==> src/rtl/trace_capture_if.sv <==
// Signal bundle between a probed machine and trace_capture: sampling controls,
// trigger setup, readout strobe and the capture status/readout results.
interface trace_capture_if #(
    parameter int unsigned WIDTH    = 8,
    parameter int unsigned CHANNELS = 4,
    parameter int unsigned DEPTH    = 16,
    parameter int unsigned TS_WIDTH = 16
);
    localparam int unsigned SelW = (CHANNELS > 1) ? $clog2(CHANNELS) : 1;
    localparam int unsigned CntW = $clog2(DEPTH + 1);

    logic                      enable;
    logic                      mode;
    logic                      arm;
    logic [CHANNELS*WIDTH-1:0] sample_in;
    logic [SelW-1:0]           trig_sel;
    logic [WIDTH-1:0]          trig_value;
    logic                      rd_en;
    logic [CHANNELS*WIDTH-1:0] rd_data;
    logic [TS_WIDTH-1:0]       rd_time;
    logic                      rd_valid;
    logic                      rd_last;
    logic [1:0]                state;
    logic [CntW-1:0]           count;
    logic                      timed_out;

    modport master (
        output enable, mode, arm, sample_in, trig_sel, trig_value, rd_en,
        input  rd_data, rd_time, rd_valid, rd_last, state, count, timed_out
    );

    modport slave (
        input  enable, mode, arm, sample_in, trig_sel, trig_value, rd_en,
        output rd_data, rd_time, rd_valid, rd_last, state, count, timed_out
    );
endinterface

==> src/rtl/trace_capture.sv <==
// Triggered trace buffer: timestamped snapshots into a circular buffer, with post-trigger
// window, change-only sampling, watchdog, and oldest-first readout once capture is done.
module trace_capture #(
    parameter int unsigned WIDTH     = 8,
    parameter int unsigned CHANNELS  = 4,
    parameter int unsigned DEPTH     = 16,
    parameter int unsigned POST_TRIG = 8,
    parameter int unsigned TS_WIDTH  = 16,
    parameter int unsigned TIMEOUT   = 20000
) (
    input logic            clk,
    input logic            reset,
    trace_capture_if.slave bus
);
    localparam int unsigned SW    = CHANNELS * WIDTH;
    localparam int unsigned EntW  = SW + TS_WIDTH;
    localparam int unsigned PtrW  = (DEPTH > 1) ? $clog2(DEPTH) : 1;
    localparam int unsigned CntW  = $clog2(DEPTH + 1);
    localparam int unsigned SelW  = (CHANNELS > 1) ? $clog2(CHANNELS) : 1;
    localparam int unsigned PostW = (POST_TRIG > 0) ? $clog2(POST_TRIG + 1) : 1;
    localparam int unsigned WdW   = (TIMEOUT > 0) ? $clog2(TIMEOUT + 1) : 1;

    typedef enum logic [1:0] {StIdle, StArmed, StPost, StDone} state_e;

    state_e              state_q, state_d;
    logic [PtrW-1:0]     wr_ptr_q, wr_ptr_d, rd_ptr_q, rd_ptr_d;
    logic [CntW-1:0]     count_q, count_d, rd_idx_q, rd_idx_d;
    logic [TS_WIDTH-1:0] ts_q, ts_d;
    logic [WdW-1:0]      wd_q, wd_d;
    logic [PostW-1:0]    post_q, post_d;
    logic [SW-1:0]       last_q, last_d;
    logic                first_q, first_d;
    logic                timed_out_q, timed_out_d;
    logic [SW-1:0]       rd_data_q;
    logic [TS_WIDTH-1:0] rd_time_q;
    logic                rd_valid_q, rd_last_q;

    logic [EntW-1:0] mem [DEPTH];

    logic             capturing, take, trig_hit, wd_expire, read_ok;
    logic [WIDTH-1:0] trig_chan;

    always_comb begin
        trig_chan = '0;
        for (int k = 0; k < CHANNELS; k++) begin
            if (bus.trig_sel == SelW'(k)) trig_chan = bus.sample_in[k*WIDTH +: WIDTH];
        end
    end

    assign capturing = (state_q == StArmed) || (state_q == StPost);
    assign take      = capturing && !bus.arm && bus.enable &&
                       (!bus.mode || first_q || (bus.sample_in != last_q));
    assign trig_hit  = take && (trig_chan == bus.trig_value);
    assign wd_expire = (TIMEOUT != 0) && capturing && !bus.arm &&
                       (wd_q == WdW'(TIMEOUT - 1));
    assign read_ok   = (state_q == StDone) && bus.rd_en && !bus.arm && (rd_idx_q < count_q);

    always_comb begin
        state_d     = state_q;
        wr_ptr_d    = wr_ptr_q;
        rd_ptr_d    = rd_ptr_q;
        rd_idx_d    = rd_idx_q;
        count_d     = count_q;
        ts_d        = ts_q;
        wd_d        = wd_q;
        post_d      = post_q;
        last_d      = last_q;
        first_d     = first_q;
        timed_out_d = timed_out_q;
        if (bus.arm) begin
            state_d     = StArmed;
            wr_ptr_d    = '0;
            rd_ptr_d    = '0;
            rd_idx_d    = '0;
            count_d     = '0;
            // The arm cycle itself is time 0, so the first capturing cycle is stamped 1.
            ts_d        = TS_WIDTH'(1);
            wd_d        = '0;
            post_d      = '0;
            first_d     = 1'b1;
            timed_out_d = 1'b0;
        end else begin
            if (capturing) begin
                wd_d = wd_q + 1'b1;
                if (ts_q != '1) ts_d = ts_q + 1'b1;
            end
            if (take) begin
                wr_ptr_d = wr_ptr_q + 1'b1;
                last_d   = bus.sample_in;
                first_d  = 1'b0;
                if (count_q != CntW'(DEPTH)) count_d = count_q + 1'b1;
            end
            unique case (state_q)
                StArmed: begin
                    if (trig_hit) begin
                        if (POST_TRIG == 0) begin
                            state_d = StDone;
                        end else begin
                            state_d = StPost;
                            post_d  = PostW'(POST_TRIG);
                        end
                    end
                end
                StPost: begin
                    if (take) begin
                        post_d = post_q - 1'b1;
                        if (post_q == PostW'(1)) state_d = StDone;
                    end
                end
                default: ;
            endcase
            if (wd_expire) begin
                state_d     = StDone;
                timed_out_d = 1'b1;
            end
            if (state_q != StDone && state_d == StDone) begin
                rd_ptr_d = wr_ptr_d - PtrW'(count_d);
                rd_idx_d = '0;
            end
            if (read_ok) begin
                rd_ptr_d = rd_ptr_q + 1'b1;
                rd_idx_d = rd_idx_q + 1'b1;
            end
        end
    end

    always_ff @(posedge clk) begin
        if (!reset) begin
            state_q     <= StIdle;
            wr_ptr_q    <= '0;
            rd_ptr_q    <= '0;
            rd_idx_q    <= '0;
            count_q     <= '0;
            ts_q        <= '0;
            wd_q        <= '0;
            post_q      <= '0;
            last_q      <= '0;
            first_q     <= 1'b0;
            timed_out_q <= 1'b0;
            rd_data_q   <= '0;
            rd_time_q   <= '0;
            rd_valid_q  <= 1'b0;
            rd_last_q   <= 1'b0;
        end else begin
            state_q     <= state_d;
            wr_ptr_q    <= wr_ptr_d;
            rd_ptr_q    <= rd_ptr_d;
            rd_idx_q    <= rd_idx_d;
            count_q     <= count_d;
            ts_q        <= ts_d;
            wd_q        <= wd_d;
            post_q      <= post_d;
            last_q      <= last_d;
            first_q     <= first_d;
            timed_out_q <= timed_out_d;
            rd_valid_q  <= read_ok;
            rd_last_q   <= read_ok && ((rd_idx_q + 1'b1) == count_q);
            if (read_ok) begin
                rd_data_q <= mem[rd_ptr_q][EntW-1:TS_WIDTH];
                rd_time_q <= mem[rd_ptr_q][TS_WIDTH-1:0];
            end
        end
    end

    always_ff @(posedge clk) begin
        if (reset && take) mem[wr_ptr_q] <= {bus.sample_in, ts_q};
    end

    assign bus.state     = state_q;
    assign bus.count     = count_q;
    assign bus.timed_out = timed_out_q;
    assign bus.rd_data   = rd_data_q;
    assign bus.rd_time   = rd_time_q;
    assign bus.rd_valid  = rd_valid_q;
    assign bus.rd_last   = rd_last_q;
endmodule

==> src/flat_wrapper.sv <==
// flat-port wrapper written by rule: the top's interface ports become plain ports
module trace_capture_flat 
#(
    parameter int unsigned WIDTH     = 8,
    parameter int unsigned CHANNELS  = 4,
    parameter int unsigned DEPTH     = 16,
    parameter int unsigned POST_TRIG = 8,
    parameter int unsigned TS_WIDTH  = 16,
    parameter int unsigned TIMEOUT   = 20000
)
  (clk, reset, bus_enable, bus_mode, bus_arm, bus_sample_in, bus_trig_sel, bus_trig_value, bus_rd_en, bus_rd_data, bus_rd_time, bus_rd_valid, bus_rd_last, bus_state, bus_count, bus_timed_out);
  trace_capture_if #(.WIDTH(WIDTH), .CHANNELS(CHANNELS), .DEPTH(DEPTH), .TS_WIDTH(TS_WIDTH)) bus_i ();
  input logic clk;
  input logic reset;
  input wire logic [$bits(bus_i.enable)-1:0] bus_enable;
  input wire logic [$bits(bus_i.mode)-1:0] bus_mode;
  input wire logic [$bits(bus_i.arm)-1:0] bus_arm;
  input wire logic [$bits(bus_i.sample_in)-1:0] bus_sample_in;
  input wire logic [$bits(bus_i.trig_sel)-1:0] bus_trig_sel;
  input wire logic [$bits(bus_i.trig_value)-1:0] bus_trig_value;
  input wire logic [$bits(bus_i.rd_en)-1:0] bus_rd_en;
  output wire logic [$bits(bus_i.rd_data)-1:0] bus_rd_data;
  output wire logic [$bits(bus_i.rd_time)-1:0] bus_rd_time;
  output wire logic [$bits(bus_i.rd_valid)-1:0] bus_rd_valid;
  output wire logic [$bits(bus_i.rd_last)-1:0] bus_rd_last;
  output wire logic [$bits(bus_i.state)-1:0] bus_state;
  output wire logic [$bits(bus_i.count)-1:0] bus_count;
  output wire logic [$bits(bus_i.timed_out)-1:0] bus_timed_out;
  assign bus_i.enable = bus_enable;
  assign bus_i.mode = bus_mode;
  assign bus_i.arm = bus_arm;
  assign bus_i.sample_in = bus_sample_in;
  assign bus_i.trig_sel = bus_trig_sel;
  assign bus_i.trig_value = bus_trig_value;
  assign bus_i.rd_en = bus_rd_en;
  assign bus_rd_data = bus_i.rd_data;
  assign bus_rd_time = bus_i.rd_time;
  assign bus_rd_valid = bus_i.rd_valid;
  assign bus_rd_last = bus_i.rd_last;
  assign bus_state = bus_i.state;
  assign bus_count = bus_i.count;
  assign bus_timed_out = bus_i.timed_out;
  trace_capture #(.WIDTH(WIDTH), .CHANNELS(CHANNELS), .DEPTH(DEPTH), .POST_TRIG(POST_TRIG), .TS_WIDTH(TS_WIDTH), .TIMEOUT(TIMEOUT)) u_core (.clk(clk), .reset(reset), .bus(bus_i));
endmodule
==> config.mk <==
export PLATFORM = sky130hd
export DESIGN_NAME = trace_capture_flat
export DESIGN_NICKNAME = d
export VERILOG_FILES = /design/src/rtl/trace_capture_if.sv /design/src/rtl/trace_capture.sv /design/src/flat_wrapper.sv
export SDC_FILE = /design/constraint.sdc
export NUM_CORES = 1
export LEC_CHECK = 0
export CORE_ASPECT_RATIO = 1.75
export CORE_MARGIN = 2
export CORE_UTILIZATION = 45
export CTS_BUF_LIST = sky130_fd_sc_hd__clkbuf_16
export DETAILED_ROUTE_END_ITERATION = 8
export PLACE_DENSITY_LB_ADDON = 0.12
export SYNTH_ARGS = -nofsm -noshare
export SYNTH_HDL_FRONTEND = slang
export SYNTH_SLANG_ARGS = --single-unit
==> constraint.sdc <==
create_clock -name clk -period 9 [get_ports clk]
set_input_delay 1.8 -clock clk [delete_from_list [all_inputs] [get_ports clk]]
set_output_delay 1.8 -clock clk [all_outputs]
set_load 0.05 [all_outputs]
Word-level counts from Yosys, hierarchy flattened
Memory sizes are Yosys's and may differ from the RTL's. A register that Yosys moved wholly into a read port is not among the register bits. Cells that the tools add are included.

Add/sub/neg operators: 8. Magnitude comparators: 1. Eq/ne operators: 17. Mux-type cells: 30. Bitwise operators: 2. Reductions and logical operators: 30.

Operator list (number): 2-to-1 mux 8 bit (4); inequality test 32 bit (1); 2-to-1 mux 5 bit (5); 2-to-1 mux 4 bit (6); adder 16 x 1 -> 16 bit (second input constant) (1); inequality test 16 bit (second input constant) (1); adder 15 x 1 -> 15 bit (second input constant) (1); == test 15 bit (second input constant) (1); nonzero test 2 bit (6); logical AND 1 bit (11); adder 5 x 1 -> 5 bit (second input constant) (2); == test 2 bit (second input constant) (5); 2-to-1 mux 2 bit (5); adder 4 x 1 -> 4 bit (second input constant) (2); == test 8 bit (1); 2-to-1 mux 1 bit (8); one-hot mux 4 bit (2 select lines) (1); AND reduction 2 bit (4); == test 5 bit (1); < comparator 5 bit (1); inequality test 5 bit (second input constant) (1); == test 2 x 1 -> 1 bit (second input constant) (2); == test 4 x 1 -> 1 bit (second input constant) (1); inequality test 2 x 1 -> 1 bit (second input constant) (2); 10 further kinds (15).

Register bits after elaboration: 91. Memory bits (writable): 768. Input port bits: 48. Output and inout bits: 58. Logic and storage cells: 105. Memories kept: 1.

Memories: u_core.mem (depth 16, bits a word 48, read ports 1, clocked after Yosys merged registers in 1, wr ports 1, RTL line trace_capture.sv:38) `logic [EntW-1:0] mem [DEPTH];`.

Depth between registers and ports, before layout
Gate-level depths: netlist of run 1.

Depth in word-level cells: 15. Mapped depth: 18. Gate-level depth less buffers: 16.

Worst setup path before layout of run 1
No wires, ideal clock.

Path kind: input to register. Start point: input port bus_sample_in[12]. End point: memory u_core.mem[3][0] in the netlist's numbering, enable pin. Library setup time: 0.513 ns. Arrival time: 6.437 ns. Data required time: 8.487 ns. Path slack: 2.050 ns. Stages on the path: 9. Path buffers: 2. Path through: xor2_1 -> a221oi_1 -> nor4b_2 -> nand3_1 -> and2_1 -> clkbuf_1 -> clkbuf_1 -> nand3_1 -> nor3_1.

Longest elaborated chain between the ends: 6.

RTL lines: start: declaration (RTL line flat_wrapper.sv:18) `input wire logic [$bits(bus_i.sample_in)-1:0] bus_sample_in;`; inequality test 32 bit (RTL line trace_capture.sv:52) `(!bus.mode || first_q || (bus.sample_in != last_q));`; logical OR 1 bit (RTL line trace_capture.sv:52); logical AND 1 bit (RTL line trace_capture.sv:51) `assign take = capturing && !bus.arm && bus.enable &&`; logical AND 1 bit (RTL line trace_capture.sv:166) `if (reset && take) mem[wr_ptr_q] <= {bus.sample_in, ts_q};`; 2-to-1 mux 1 bit (RTL line trace_capture.sv:166); 2-to-1 mux 1 bit (not written as such) (RTL line trace_capture.sv:166); end: declaration (RTL line trace_capture.sv:38).

No other way between the ends.

Worst setup path after layout of run 1
Start point: input port bus_sample_in[23]. End point: register u_core.rd_ptr_q[3].

Longest elaborated chain between the ends: 11.

RTL lines: inequality test 32 bit or 2-to-1 mux 8 bit (tied branches) (RTL line trace_capture.sv:52, trace_capture.sv:46); logical OR 1 bit or 2-to-1 mux 8 bit (tied branches) (RTL line trace_capture.sv:52, trace_capture.sv:46); logical AND 1 bit or == test 8 bit (tied branches) (RTL line trace_capture.sv:51, trace_capture.sv:53); logical AND 1 bit (RTL line trace_capture.sv:53) `assign trig_hit = take && (trig_chan == bus.trig_value);`; 2-to-1 mux 2 bit (RTL line trace_capture.sv:95) `if (trig_hit) begin`; one-hot mux 2 bit (2 select lines) (RTL line trace_capture.sv:93) `unique case (state_q)`; 2-to-1 mux 2 bit (RTL line trace_capture.sv:112) `if (wd_expire) begin`; 2-to-1 mux 2 bit (RTL line trace_capture.sv:70) `if (bus.arm) begin`; == test 2 bit (RTL line trace_capture.sv:116) `if (state_q != StDone && state_d == StDone) begin`; logical AND 1 bit (RTL line trace_capture.sv:116); nonzero test 2 bit (no line); end signal: assignment (RTL line trace_capture.sv:147) `rd_ptr_q <= rd_ptr_d;`; end: declaration (RTL line trace_capture.sv:26) `logic [PtrW-1:0] wr_ptr_q, wr_ptr_d, rd_ptr_q, rd_ptr_d;`.

Several ways; a longest one is shown, not always the timed one. The select of a mux whose other input is x is not followed. A chain may end at the register's enable or synchronous reset.

==> results of run 1 <==
-- cell usage after synthesis, types with 16 or more instances --
master and number:
inv_1 23, xor2_1 22, ha_1 23, buf_1 18, dfxtp_1 139, nor2_1 60, edfxtp_1 768, a21boi_0 80
mux4_2 240, clkbuf_1 65, a21oi_1 21, o21ai_0 16, nand2_1 189, nand3_1 18, xnor2_1 50, nand4_1 20
-- placed cells by master (no fill, tap or decap), types with 16 or more instances in the layout --
cell type / instances
a21boi_0: 80
a21oi_1: 21
buf_4: 62
clkbuf_16: 84
clkdlybuf4s50_1: 104
clkinv_1: 23
dfxtp_1: 135
edfxtp_1: 768
ha_1: 23
inv_1: 41
mux4_2: 240
nand2_1: 189
nand3_1: 18
nand4_1: 20
nor2_1: 48
o21ai_0: 16
xnor2_1: 50
xor2_1: 22
-- sequential cells by signal (all words and copies together), names as in the netlist --
name,cells
u_core.bus.count,5
u_core.bus.rd_data,32
u_core.bus.rd_last,1
u_core.bus.rd_time,16
u_core.bus.rd_valid,1
u_core.bus.state,2
u_core.bus.timed_out,1
u_core.first_q,1
u_core.last_q,32
u_core.mem,768
u_core.post_q,4
u_core.rd_idx_q,5
u_core.rd_ptr_q,4
u_core.ts_q,16
u_core.wd_q,15
u_core.wr_ptr_q,4
-- area by class of cell --
cell class | instances | area [um^2] | area share, %
flip-flops and latches | 907 | 25900 | 63.6
repair buffers | 167 | 1530 | 3.76
multi-input cells | 847 | 9350 | 23.0
clock inverters | 67 | 412 | 1.01
inverters | 23 | 86.3 | 0.213
clock buffers | 84 | 2100 | 5.17
well taps | 1035 | 1290 | 3.19
-- metal layers --
| layer | GRT usage [%] | wire length, um | up-vias |
|---|---|---|---|
| met4 | 6.01 | 1710 | 6 |
| met3 | 3.65 | 3600 | 102 |
| li1 | - | - | 7773 |
| met1 | 25.6 | 32600 | 9512 |
| met5 | 0 | 41 | - |
| met2 | 39.4 | 46900 | 391 |
-- stage by stage --
stage	hold slack, ns	util, %
2_1_floorplan	0.449	-
3_3_place_gp	0.439	48.6
3_5_place_dp	0.460	48.6
4_1_cts	0.468	51.8
5_1_grt	0.484	51.8
6_report	0.464	51.8
-- power groups by stage --
| stage | Combinational (mW) | Clock, mW | Sequential, mW |
|---|---|---|---|
| finish | 0.165 | 3.31 | 4.55 |
| global route | 0.179 | 3.53 | 4.55 |
| CTS | 0.167 | 3.39 | 4.55 |
| detailed placement | 0.167 | 0 | 4.64 |
| global placement | 0.164 | 0 | 4.64 |
| floorplan | 0.0658 | 0 | 4.64 |
-- cell families (layout without fill, tap and decap cells) --
kind of cell             Yosys count  count (layout)  share of synthesized area [%]
flip-flops                       907             907                           72.6
multiplexers                     252             252                           15.9
buffers and inverters            121             341                           1.42
AND/OR/NAND/NOR                  338             338                           4.19
AO/OA/AOI/OAI                    161             161                           3.22
XOR/XNOR                          72              72                           1.77
adder cells (fa/ha/maj)           24              24                          0.865
-- critical path, stage by stage --
cell	delay [ns]
clkdlybuf4s50_1	0.92
xnor2_1	0.19
nand4_1	0.13
nor4_1	0.64
nand3_1	0.38
and2_2	0.61
o21ai_0	0.47
ha_1	0.31
a21o_1	0.18
a21oi_1	0.18
xor2_1	0.10
and4_1	0.25
o211ai_1	0.18
nand4_1	0.12
o211ai_1	0.18
-- worst paths after layout --
check,depth (start not counted),endpoint,slack (ns),start
setup / recovery,15,u_core.rd_ptr_q[3]$_SDFFE_PP0P_,2.91,bus_sample_in[23]
hold / removal,2,u_core.bus.rd_data[6]$_SDFFE_PN0P_,0.46,u_core.bus.rd_data[6]$_SDFFE_PN0P_
setup reg to reg,8,u_core.mem[11][12]$_DFFE_PP_,4.12,u_core.bus.state[0]$_SDFF_PN0_
hold reg to reg,2,u_core.bus.rd_data[6]$_SDFFE_PN0P_,0.46,u_core.bus.rd_data[6]$_SDFFE_PN0P_
==> flow_metrics.tcl, run 1 <==
set metrics [dict create \
    place_area_um2 38100 \
    hold_buffers 0 \
    yosysTopAreaCellShare_pct 64.8 \
    post-route-period-util_pct 67.7 \
    routed_via_density 5.68 \
    initial_core_util_pct 45.4 \
    n_antenna_cell 0 \
    power_density_nw_per_um2 197 \
    synth_edf_count 768 \
    synthToLayoutAreaGrowth_pct 14.2 \
    finClkSkew_ns 0.0209 \
    fmax_mhz 164 \
    gr-total-overflow 0 \
    firstDrtPassIters 5 \
    worst_slack_ns 2.91 \
    clk_path_buf_depth 3 \
    die_y_um 376 \
    power_switching_mw 1.63 \
    clock_latency_ns 0.66 \
    grt_start_max_net_pins 109 \
    drt_iter0_drc 1439 \
    setup_viol 0 \
    cts_setup_buffers 0 \
    grt_pass1_wl_um 126000 \
    ctsResizeCount 0 \
    report.final.slew_viol_count 0 \
    hold_viol 0 \
    p_comb_share_pct 2.1 \
    min_period_ns 6.09 \
    cts_buffers 82 \
    htreeDepth 3 \
    rows 136 \
    crit_fanout 43 \
    dp_cells 2979 \
    final_cells 3130 \
    p_seq_share_pct 56.7 \
    antenna_found_initial 3 \
    dieWidth_um 217 \
    finalPower_mw 8.02 \
    crit_required_ns 9.57 \
    tns_ns 0 \
    die_area_um2 81400 \
    dp_slack_ns 2.29 \
    cap_viol_max_count 0 \
    leakage_nw 12.2 \
    power.share.switching_pct 20.3 \
    synthArstFlopShare_pct 0 \
    fp.coreArea_um2 78400 \
    dp_hpwl_um 51100 \
    p_int_mw 6.39 \
    wire_per_inst_um 27.1 \
    yosys_warnings 0 \
    ant_nets 0 \
    yosys_most_used_dff "edfxtp_1" \
    grt_pass1_vias 19000 \
    status "finished clean" \
    worstMarginPinSlew_ns 1.18 \
    ys_seq_elements 907 \
    worstHoldPathType "flop to flop" \
    synth_seq_area_share_pct 72.6 \
    route.detailed.drc 0 \
    root_buffer "clkbuf_16" \
    ios 106 \
    relSlewSlack_pct 21.1 \
    ir_drop_mv 0.129 \
    fin_nets 2100 \
    worst_setup_path_start_kind "input port" \
    drt-total-wl_um 84900 \
    clock-sinks 907 \
    synthCells 1875 \
    clock_power_share_pct 41.2 \
    gp_congestion 0.799 \
    rsz0062_at_grt "no" \
    synth_largest_area_cell "edfxtp_1" \
    cts.clk_slew.worst_paths_ns 0.06 \
    grt_usage_pct 21.4 \
    cts_tree "yes" \
    yosys-top-cells-area "edfxtp_1 65%, mux4_2 15%, dfxtp_1 7.8%, nand2_1 2.0%, a21boi_0 1.7%" \
    crit_path_end_kind "flop" \
    arrival_ns 6.66 \
    port_buffers 105 \
    via_count 17800 \
    synth_cell_types 60 \
    syn_nets 1947 \
    crit_type "input port to flop" \
    synth_area_um2 35600 \
    drive_gt1_share_pct 21.3 \
    avgSynthCellArea_um2 19.0 \
    fill_cells 6296 \
    final_cell_area_um2 40600 \
]
(Power assumes the default switching activity.)
==> run 2: changes to the inputs <==
Clock period 9 ns to 4.95 ns, I/O delays scaled along.
==> run 2 against run 1 <==
- clock skew up 0.0023 ns
- power up 89%
- combinational power up 100%
- highest routed layer unchanged
- global-route usage up 2.0 points
- sequential power up 82%
- largest power group unchanged
==> flow_metrics.tcl, run 2 (synthesis results as in run 1) <==
set metrics [dict create \
    status "finished clean" \
    dp_slack_ns -0.203 \
    cts_buffers 81 \
    grt_start_max_net_pins 67 \
    die_y_um 376 \
    finClkSkew_ns 0.0232 \
    rsz0062_at_grt "no" \
    hold_viol 0 \
    ir_drop_mv 0.295 \
    clock-sinks 907 \
    initial_core_util_pct 45.4 \
    top_register "u_core.mem" \
    fp.coreArea_um2 78400 \
    min_period_ns 4.67 \
    setup_viol 0 \
    regArea_um2 25900 \
    die_area_um2 81400 \
    worst_path_max_delay_cell "nor4_1" \
    ios 106 \
    report.final.slew_viol_count 0 \
    post-route-period-util_pct 94.3 \
    final_util_pct 53.3 \
    firstDrtPassIters 5 \
    crit_family "simple AND/OR/NAND/NOR gates" \
    layout_common_cells "768 x edfxtp_1, 240 x mux4_2, 189 x nand2_1, 135 x dfxtp_1, 104 x clkdlybuf4s50_1" \
    htreeDepth 3 \
    grt_pass1_wl_um 135000 \
    fill_cells 6202 \
    routed_via_density 5.74 \
    crit_required_ns 5.51 \
    relSlewSlack_pct 20.3 \
    grt_usage_pct 23.4 \
    gp_congestion 0.785 \
    antenna_found_initial 3 \
    grt_pass1_vias 19600 \
    multi_input_area_um2 9370 \
    wire_per_inst_um 29.2 \
    port_buffers 105 \
    worstHoldPathType "flop to flop" \
    dieWidth_um 217 \
    rows 136 \
    crit_fanout 6 \
    clock_latency_ns 0.66 \
    final_common_cell "edfxtp_1" \
    cts_setup_buffers 0 \
    synthToLayoutAreaGrowth_pct 17.5 \
    crit_path_end_kind "flop" \
    via_count 18300 \
    timing.critical_path.cells "clkdlybuf4s50_1 -> xnor2_1 -> nand4_1 -> nor4_1 -> buf_4 -> nand3_1 -> buf_4 -> nand2_1 -> a41oi_1 -> xnor2_1 -> ha_1 -> inv_1 -> a21o_1 -> a21oi_1 -> xor2_1 -> and4_1 -> o211ai_1 -> nand4_1 -> o211ai_1" \
    worst_slack_ns 0.281 \
    drt_iter0_drc 1485 \
    crit_buf_inv 4 \
    worst_setup_path_start_kind "input port" \
    worstMarginPinSlew_ns 1.19 \
    largest_reg_flops 768 \
    leakage_nw 12.7 \
    arrival_ns 5.23 \
    drt-total-wl_um 93400 \
    drive_gt1_share_pct 23.8 \
    dp_hpwl_um 58000 \
    cts.clk_slew.worst_paths_ns 0.07 \
    hold_buffers 0 \
    critPathMaxStageDelay_ns 0.66 \
    ctsResizeCount 0 \
    root_buffer "clkbuf_16" \
    clk_path_buf_depth 3 \
    cap_viol_max_count 0 \
    gr-total-overflow 0 \
    ant_nets 0 \
    route.detailed.drc 0 \
    cts_tree "yes" \
    fin_nets 2163 \
    fmax_mhz 214 \
    crit_type "input port to flop" \
    power_density_nw_per_um2 362 \
]
run 2: cell types whose count changed in the layout (fill, tap and decap cells not counted), sizes merged:
| cell | previous run | this run |
|---|---|---|
| clkinvlp | 6 | 5 |
| bufinv | 3 | 12 |
| diode | 0 | 1 |
| clkbuf | 84 | 85 |
| clkinv | 36 | 26 |
| buf | 63 | 127 |
run 2: path summary, 6_finish.rpt:
kind | startpoint | endpoint | slack [ns] | cells past startpoint
worst max-delay path | bus_sample_in[31] | u_core.rd_ptr_q[3]$_SDFFE_PP0P_ | 0.28 | 19
worst min-delay path | u_core.bus.rd_data[20]$_SDFFE_PN0P_ | u_core.bus.rd_data[20]$_SDFFE_PN0P_ | 0.46 | 2
worst max register to register | u_core.last_q[0]$_SDFFE_PN0P_ | u_core.rd_ptr_q[3]$_SDFFE_PP0P_ | 0.86 | 19
worst min register to register | u_core.bus.rd_data[20]$_SDFFE_PN0P_ | u_core.bus.rd_data[20]$_SDFFE_PN0P_ | 0.46 | 2
run 2: routing by layer:
metal  GRT usage [%]  vias to the layer above  wire [um]
met5               0                        -         25
met4            9.64                        4       3560
met3            3.67                      152       4620
met2            42.0                      538      49900
met1            28.0                     9718      35300
li1                -                     7910          -
run 2: power breakdown:
group | leakage (nW) | switching (mW) | internal, mW
sequential | 7.92 | 0.0152 | 8.25
combinational | 3.35 | 0.207 | 0.127
clock | 1.40 | 2.79 | 3.74
run 2: layout make-up:
| class | instances | share of cell area [%] |
|---|---|---|
| Timing Repair Buffer | 231 | 5.91 |
| Antenna cell | 1 | 0.00598 |
| Clock buffer | 85 | 5.09 |
| Multi-Input combinational cell | 847 | 22.4 |
| Tap cell | 1035 | 3.10 |
| Sequential cell | 907 | 61.8 |
| Inverter | 23 | 0.206 |
| Clock inverter | 65 | 1.45 |
run 2: worst register-to-register path, stage by stage (launching register included):
cell,delay [ns]
dfxtp_1,0.33
xnor2_1,0.18
buf_4,0.14
nand4_1,0.17
nor4_1,0.66
buf_4,0.23
nand3_1,0.17
buf_4,0.23
nand2_1,0.12
a41oi_1,0.07
xnor2_1,0.25
ha_1,0.19
inv_1,0.07
a21o_1,0.16
a21oi_1,0.18
xor2_1,0.10
and4_1,0.25
o211ai_1,0.17
nand4_1,0.12
o211ai_1,0.20
run 2: stage by stage:
step                area, um^2  power, mW  hold WS, ns  cells  TNS, ns
global placement         39100       8.76        0.455   3043   -0.225
global route             41800       15.5        0.487   3194        0
floorplan                35600       8.55        0.449   1875        0
finish                   41800       15.1        0.463   3194        0
CTS                      41800       15.3        0.468   3193        0
detailed placement       39100       8.77        0.459   3043   -0.338
==> run 3: changes to the inputs <==
Settings changed: CAP_MARGIN set to 10, SLEW_MARGIN set to 20.
==> run 3 against run 2 <==
- routed wire length is essentially flat
- clock-buffer cell count unchanged
- die area unchanged
- global-route usage is the same
- register-to-register slack better by 0.03 ns
- sequential power barely moved
- power hardly changed
- critical path depth up 1
- cell count about the same
- critical path type unchanged
- critical endpoint unchanged
- largest cell class unchanged
- highest routed layer unchanged
==> flow_metrics.tcl, run 3 (synthesis results as in run 1) <==
set metrics [dict create \
    status "finished clean" \
    gp_congestion 0.785 \
    worst_setup_path_start_kind "input port" \
    firstDrtPassIters 5 \
    cts.clk_slew.worst_paths_ns 0.07 \
    die_y_um 376 \
    cts_setup_buffers 0 \
    fp.coreArea_um2 78400 \
    grt_start_max_net_pins 67 \
    hold_slack_ns 0.463 \
    clock-sinks 907 \
    power.share.switching_pct 20.0 \
    largest_reg_flops 768 \
    worstMarginPinSlew_ns 1.17 \
    power_density_nw_per_um2 362 \
    fmax_mhz 215 \
    crit_required_ns 5.52 \
    cap_viol_max_count 0 \
    rsz0062_at_grt "no" \
    cts_buffers 81 \
    drt_iter0_drc 1485 \
    leakage_nw 12.7 \
    final_common_cell "edfxtp_1" \
    htreeDepth 3 \
    p_seq_share_pct 54.6 \
    via_count 18400 \
    drt-total-wl_um 93400 \
    final_util_pct 53.3 \
    cts_tree "yes" \
    power_switching_mw 3.02 \
    worstHoldPathType "flop to flop" \
    route.detailed.drc 0 \
    grt_pass1_wl_um 135000 \
    grt_usage_pct 23.4 \
    dieWidth_um 217 \
    finClkSkew_ns 0.0227 \
    p_comb_share_pct 2.2 \
    clock_power_share_pct 43.2 \
    crit_path_end_kind "flop" \
    layout_common_cells "768 x edfxtp_1, 240 x mux4_2, 189 x nand2_1, 135 x dfxtp_1, 104 x clkdlybuf4s50_1" \
    top_register "u_core.mem" \
    dp_slack_ns -0.203 \
    holdPathStages 2 \
    post-route-period-util_pct 93.8 \
    grt_pass1_vias 19600 \
    die_area_um2 81400 \
    synthToLayoutAreaGrowth_pct 17.6 \
    dp_hpwl_um 58000 \
    ios 106 \
    ir_drop_mv 0.294 \
    root_buffer "clkbuf_16" \
    r2r_cells 19 \
    clk_path_buf_depth 3 \
    worst_slack_ns 0.307 \
    min_period_ns 4.64 \
    port_buffers 105 \
    tns_ns 0 \
    relSlewSlack_pct 21.5 \
    initial_core_util_pct 45.4 \
    p_int_mw 12.1 \
    arrival_ns 5.21 \
    setup_viol 0 \
    ctsResizeCount 0 \
    antenna_found_initial 3 \
    routed_via_density 5.76 \
    gr-total-overflow 0 \
    report.final.slew_viol_count 0 \
    rows 136 \
    crit_type "input port to flop" \
    ant_nets 0 \
    fin_nets 2164 \
    clock_latency_ns 0.66 \
    drive_gt1_share_pct 23.9 \
    crit_fanout 6 \
    hold_viol 0 \
    wire_per_inst_um 29.2 \
    hold_buffers 0 \
]
run 3: cell types whose count changed in the layout (fill, tap and decap cells not counted), sizes merged:
cell	delta
buf	+1
diode	+1
run 3: worst max-delay path, cell delays in order:
cell and delay (ns):
clkdlybuf4s50_1 0.59, xnor2_1 0.17, buf_4 0.14, nand4_1 0.18, nor4_1 0.66, buf_4 0.23, nand3_1 0.16, buf_4 0.22
nand2_1 0.12, a41oi_1 0.08, xnor2_1 0.25, ha_1 0.19, inv_1 0.07, a21o_1 0.16, a21oi_1 0.18, xor2_1 0.10
and4_1 0.25, o211ai_1 0.17, nand4_1 0.11, o211ai_1 0.18
run 3: power groups by stage:
stage / Combinational [mW] / Clock [mW] / Sequential [mW]
final: 0.333 / 6.53 / 8.27
after global routing: 0.355 / 6.93 / 8.26
after CTS: 0.338 / 6.68 / 8.26
after detailed placement: 0.337 / 0 / 8.43
after global placement: 0.331 / 0 / 8.43
after floorplan: 0.120 / 0 / 8.43
run 3: through the flow:
step	power [mW]	std cells	area (um^2)
5_1_grt	15.5	3195	41800
2_1_floorplan	8.55	1875	35600
3_5_place_dp	8.77	3043	39100
6_report	15.1	3196	41800
4_1_cts	15.3	3193	41800
3_3_place_gp	8.76	3043	39100
run 3: area by class of cell:
type / instances / area [um^2]
Multi-Input combinational cell: 847 / 9370
Tap cell: 1035 / 1290
Antenna cell: 2 / 5.00
Clock buffer: 85 / 2130
Timing Repair Buffer: 232 / 2500
Clock inverter: 65 / 604
Fill cell: 6200 / 36600
Inverter: 23 / 86.3
Sequential cell: 907 / 25900
run 3: final timing paths:
kind,startpoint,end,slack [ns]
worst max-delay path,bus_sample_in[0],u_core.rd_ptr_q[3]$_SDFFE_PP0P_,0.31
worst min-delay path,u_core.bus.rd_data[20]$_SDFFE_PN0P_,u_core.bus.rd_data[20]$_SDFFE_PN0P_,0.46
worst max register to register,u_core.last_q[0]$_SDFFE_PN0P_,u_core.rd_ptr_q[3]$_SDFFE_PP0P_,0.89
worst min register to register,u_core.bus.rd_data[20]$_SDFFE_PN0P_,u_core.bus.rd_data[20]$_SDFFE_PN0P_,0.46
run 3: routing by layer:
layer / GRT usage, % / part of all wire [%] / up-vias
met3: 3.67 / 4.8 / 150
met2: 42.0 / 54 / 514
met4: 9.64 / 3.8 / 4
met1: 28.0 / 38 / 9831
li1: - / - / 7918
met5: 0 / 0.027 / -
